<file path="config.mk">
export PLATFORM = sky130hd
export DESIGN_NAME = uart_fifo_tx
export DESIGN_NICKNAME = d
export VERILOG_FILES = /design/src/rtl/uart_fifo_tx.sv
export SDC_FILE = /design/constraint.sdc
export NUM_CORES = 1
export LEC_CHECK = 0
export BUFFER_PORTS_ARGS = -buffer_cell sky130_fd_sc_hd__clkbuf_2
export CAP_MARGIN = 25
export CORE_MARGIN = 4
export CORE_UTILIZATION = 30
export CTS_BUF_LIST = sky130_fd_sc_hd__clkbuf_16
export CTS_CLUSTER_DIAMETER = 30
export DETAILED_ROUTE_END_ITERATION = 10
export GPL_TIMING_DRIVEN = 0
export PLACE_DENSITY = 0.58
export SYNTH_ARGS = -nofsm -noshare
export SYNTH_HDL_FRONTEND = slang
export SYNTH_SLANG_ARGS = --single-unit
export TNS_END_PERCENT = 20
</file>
<file path="constraint.sdc">
create_clock -name clk -period 1.8 [get_ports clk]
set_input_delay 0.36 -clock clk [delete_from_list [all_inputs] [get_ports clk]]
set_output_delay 0.36 -clock clk [all_outputs]
set_load 0.1 [all_outputs]
</file>
<file path="src/rtl/uart_fifo_tx.sv">
// uart_fifo_tx: pops bytes from the IO-side byte FIFO and serializes each one
// as an 8N1 / 8N2 UART frame on serial_out (idle high, LSB first).
module uart_fifo_tx #(
   parameter int CLOCK_FREQ = 125_000_000,
   parameter int BAUD_RATE  = 115_200,
   parameter int STOP_BITS  = 1
) (
   input  logic       clk,
   input  logic       rst,
   input  logic       enable,
   input  logic       fifo_empty,
   input  logic [7:0] fifo_dout,
   output logic       fifo_rd_en,
   output logic       serial_out,
   output logic       busy
);

   localparam int SYMBOL_EDGE_TIME = CLOCK_FREQ / BAUD_RATE;
   localparam int CNT_W = (SYMBOL_EDGE_TIME > 1) ? $clog2(SYMBOL_EDGE_TIME) : 1;

   typedef enum logic [2:0] {
      IDLE,
      LOAD,
      START,
      DATA,
      STOP
   } state_t;

   state_t           state_q, state_d;
   logic [CNT_W-1:0] cnt_q, cnt_d;
   logic [2:0]       idx_q, idx_d;
   logic [7:0]       shift_q, shift_d;
   logic             ser_q, ser_d;

   logic             bit_done;
   logic [CNT_W-1:0] cnt_inc;

   // Bit boundary: last cycle of the current symbol; the counter then wraps.
   assign bit_done = (cnt_q == CNT_W'(SYMBOL_EDGE_TIME - 1));
   assign cnt_inc  = bit_done ? '0 : cnt_q + CNT_W'(1);

   // Next-state, datapath updates and the combinational pop strobe.
   always_comb begin
      // NOTE: every signal driven here gets a default first so no path leaves
      // it unassigned, which would otherwise infer a latch.
      state_d    = state_q;
      cnt_d      = cnt_q;
      idx_d      = idx_q;
      shift_d    = shift_q;
      ser_d      = ser_q;
      fifo_rd_en = 1'b0;

      case (state_q)
         IDLE: begin
            ser_d = 1'b1;
            cnt_d = '0;
            idx_d = '0;
            if (enable && !fifo_empty) begin
               fifo_rd_en = 1'b1;
               state_d    = LOAD;
            end
         end
         // FIFO read data is registered, so it becomes valid here, one cycle
         // after the pop; the start bit is launched at the same edge.
         LOAD: begin
            shift_d = fifo_dout;
            ser_d   = 1'b0;
            cnt_d   = '0;
            idx_d   = '0;
            state_d = START;
         end
         START: begin
            cnt_d = cnt_inc;
            if (bit_done) begin
               ser_d   = shift_q[0];
               shift_d = shift_q >> 1;
               state_d = DATA;
            end
         end
         DATA: begin
            cnt_d = cnt_inc;
            if (bit_done) begin
               // Index wraps 7 -> 0, which also seeds the stop-bit count.
               idx_d = idx_q + 3'd1;
               if (idx_q == 3'd7) begin
                  ser_d   = 1'b1;
                  state_d = STOP;
               end else begin
                  ser_d   = shift_q[0];
                  shift_d = shift_q >> 1;
               end
            end
         end
         STOP: begin
            cnt_d = cnt_inc;
            if (bit_done) begin
               if (idx_q == 3'(STOP_BITS - 1)) begin
                  state_d = IDLE;
               end else begin
                  idx_d = idx_q + 3'd1;
               end
            end
         end
         default: state_d = IDLE;
      endcase

      // Never pop while the block is being reset.
      if (rst) begin
         fifo_rd_en = 1'b0;
      end
   end

   // State and datapath registers with synchronous reset; a reset mid-frame
   // drops the popped byte and returns the line to idle on the next edge.
   always_ff @(posedge clk) begin
      if (rst) begin
         state_q <= IDLE;
         cnt_q   <= '0;
         idx_q   <= '0;
         shift_q <= '0;
         ser_q   <= 1'b1;
      end else begin
         // NOTE: non-blocking assignments so every register samples the
         // values from before this edge, independent of statement order.
         state_q <= state_d;
         cnt_q   <= cnt_d;
         idx_q   <= idx_d;
         shift_q <= shift_d;
         ser_q   <= ser_d;
      end
   end

   assign serial_out = ser_q;
   assign busy       = (state_q != IDLE);

endmodule

</file>
==> results.sh <==
export IMPL_ir_drop_mv=0.6765
export IMPL_hpwl_um=2513
export IMPL_clock_fmax_ghz=0.5190
export IMPL_crit_path_end_kind="register"
export IMPL_status="finished, violations left"
export IMPL_clkPwrFrac_pct=40.6
export IMPL_hold_path_depth=3
export IMPL_power_switching_uw=424.2
export IMPL_syn_inst=177
export IMPL_crit_fanout=7
export IMPL_drt_iter0_drc=45
export IMPL_ctsHoldBuffers=0
export IMPL_critPathKind="register to register"
export IMPL_grt_use_met2_pct=20.45
export IMPL_hold_class="input pin to register"
export IMPL_gp_congestion=0.7228
export IMPL_clock_latency_ps=260
export IMPL_first_pass_iters=4
export IMPL_placed_cell_area_um2=1727
export IMPL_dp_slack_ps=-256.1
export IMPL_diodes=0
export IMPL_grt_busiest_layer="met2"
export IMPL_dieArea_um2=6266
export IMPL_die_w_um=79.16
export IMPL_hold_viol_final=0
export IMPL_grt_pass1_wl_um=6141
export IMPL_cts_sinks=26
export IMPL_min_to="shift_q[7]$_SDFFE_PP0P_"
export IMPL_grt_max_degree=16
export IMPL_fin_crit_sh_pct=107.0
export IMPL_yosysWarnings=0
export IMPL_min_from="fifo_dout[7]"
export IMPL_drc=0
export IMPL_io_buffers=14
export IMPL_syn_num_nets=194
export IMPL_violations="setup timing"
export IMPL_vias_per_cell=5.115
export IMPL_final_cell_mix="21 x dfxtp_1, 13 x clkbuf_2, 11 x a21oi_1, 11 x mux2i_1"
export IMPL_final_setup_viol_count=20
export IMPL_avgRoutedWirePerCell_um=13.43
export IMPL_setup_tns_ps=-1271
export IMPL_htree_levels=1
export IMPL_cts_path_max_buffers=2
export IMPL_reg2reg_depth=6
export IMPL_ant_nets=0
export IMPL_ff2ff_setup_slack_ps=-130
export IMPL_core_region_area_um2=4817
export IMPL_mostFrequentLayoutCell="dfxtp_1"
export IMPL_numCtsBuffers=3
export IMPL_cts_root_buf="clkbuf_16"
export IMPL_start_kind="register"
export IMPL_grt_pass1_vias=1336
export IMPL_fillers=516
export IMPL_area_growth_pct=32.87
export IMPL_syn_avg_cell_area_um2=8.582
export IMPL_switching_share_pct=26.45
export IMPL_fin_area_um2=2018
export IMPL_cp_arrival_ps=2070
export IMPL_drv_cap=0
export IMPL_seq_power_share_pct=39.2
export IMPL_rows=25
export IMPL_internal_power_uw=1180
export IMPL_num_io_pins=15
export IMPL_use_met1_pct=15.03
export IMPL_fin_total_pwr_uw=1604
export IMPL_p_leak_uw=0.0007547
export IMPL_initial_core_util_pct=31.53
export IMPL_layout_drive_gt1_share_pct=32.02
export IMPL_p_per_area_nw_per_um2=794.7
export IMPL_synth_seq_area_share_pct=34.27
export IMPL_antenna_found_initial=0
export IMPL_r2r_end="cnt_q[5]$_SDFFE_PP0P_"
export IMPL_track_usage_pct=11.80
export IMPL_finalWorstSetupSlack_ps=-126.9
export IMPL_cts_tree="done"
export IMPL_gr_total_overflow=0
export IMPL_routed_via_count=1381
export IMPL_netlist_area_um2=1519
export IMPL_slew_viol_final=0
export IMPL_die_h_um=79.16
export IMPL_tightestPinTransition_ps=631.2
export IMPL_p_comb_share_pct=20.2
export IMPL_postRouteWirelength_um=3625
export IMPL_rsz0062_at_grt="yes"
export IMPL_maxSlewHeadroom_pct=57.92
export IMPL_grt_util_met3_pct=2.721
export IMPL_period_needed_ps=1927
export IMPL_ys_types=41
export IMPL_finClkSkew_ps=5.940
export IMPL_final_core_util_pct=41.90
export IMPL_final_nets=221
export IMPL_r2r_start="cnt_q[6]$_SDFFE_PP0P_"
export IMPL_clk_pin_slew_ps=70
export IMPL_cp_required_ps=1950
export IMPL_ys_ff_latch=26
[synthesized netlist by cell type, drive strengths merged]
library cell	count	area, µm²
nand2b	6	37.54
and4	1	8.760
o41ai	1	27.53
buf	7	40.03
dfxtp	26	520.5
o21a	2	15.01
nand4	2	18.77
and2	3	18.77
nor2b	1	6.260
a41oi	2	17.52
o21ai	6	30.03
xor2	1	8.760
or2	3	18.77
nor3	4	20.02
a311oi	7	80.07
or3b	1	8.760
or3	2	12.51
a21oi	15	75.07
a221oi	1	8.760
mux2i	11	110.1
and3	2	12.51
a31oi	10	62.56
clkbuf	5	28.77
o211ai	4	30.03
or4	1	7.510
nor4	1	6.260
or4b	1	13.76
o22ai	2	12.51
a32oi	1	8.760
nor2	7	26.28
nand3	11	55.05
ha	5	62.56
a211oi	3	22.52
inv	9	33.78
nand3b	1	7.510
nand2	12	45.04
[state kept, by name, indices dropped and copies added, names as in the netlist]
name and flops:
shift_q 8, cnt_q 11, state_q 3, idx_q 3, serial_out 1
[cells by family (layout without fill, tap and decap cells)]
| kind of cell | after synthesis | count (layout) | synth area share [%] |
|---|---|---|---|
| AOI/OAI and AO/OA | 54 | 54 | 25.70 |
| xor gates and xnor gates | 1 | 1 | 0.5767 |
| adders and majority gates | 5 | 5 | 4.119 |
| buffers and inverters | 21 | 47 | 6.753 |
| DFF | 26 | 26 | 34.27 |
| muxes | 11 | 11 | 7.249 |
| and+or+nand+nor | 59 | 59 | 21.34 |
[timing repair]
action | in CTS | in global routing
gates cloned | 1 | 0
gates resized for setup | 22 | 11
pin swaps | 14 | 3
setup endpoints to repair | 26 | 26
setup buffers | 4 | 3
[routing by layer]
layer | part of all wire (%) | vias to the layer above | routed length (µm)
met5 | 0 | - | 0
met4 | 0.39 | 0 | 14
met3 | 2.0 | 2 | 71
met2 | 49 | 12 | 1782
met1 | 48 | 650 | 1756
li1 | - | 717 | -
[how the worst max path moves through the flow]
stage	slack, ps	cells after the start	startpoint	end
global route	-170	5	cnt_q[6]$_SDFFE_PP0P_	shift_q[5]$_SDFFE_PP0P_
finish	-130	6	cnt_q[6]$_SDFFE_PP0P_	cnt_q[5]$_SDFFE_PP0P_
CTS	-120	5	cnt_q[7]$_SDFFE_PP0P_	shift_q[4]$_SDFFE_PP0P_
global placement	-250	5	rst	fifo_rd_en
floorplan	-120	4	state_q[1]$_SDFFE_PP0P_	fifo_rd_en
detailed placement	-260	4	cnt_q[6]$_SDFFE_PP0P_	idx_q[2]$_SDFFE_PP0P_
[power by group through the flow]
stage	registers, µW	clock network, µW	logic [µW]
finish	629	651	324
global route	633	689	353
CTS	629	667	313
detailed placement	641	0	298
global placement	640	0	298
floorplan	654	0	228
[through the flow]
| stage | cells | hold WS (ps) |
|---|---|---|
| 2_1_floorplan | 177 | 433.1 |
| 3_3_place_gp | 258 | 466.9 |
| 3_5_place_dp | 258 | 468.6 |
| 4_1_cts | 267 | 433.9 |
| 5_1_grt | 270 | 442.3 |
| 6_report | 270 | 436.8 |
[cell type report]
class	instances	area [µm²]	area share, %
clock buffer	3	75.07	3.720
buffer	12	108.9	5.394
tap	67	83.83	4.154
timing repair buffer	22	166.4	8.246
multi-input combinational	130	993.5	49.22
clock inverter	1	30.03	1.488
sequential	26	526.8	26.10
inverter	9	33.78	1.674
[worst max-delay path, cell delays in order, from the launching register on]
cell	delay [ps]
dfxtp_2	340
or4b_4	560
or3_4	390
buf_6	150
buf_8	130
a31oi_1	160
o22ai_1	80
(Power assumes the default switching activity.)
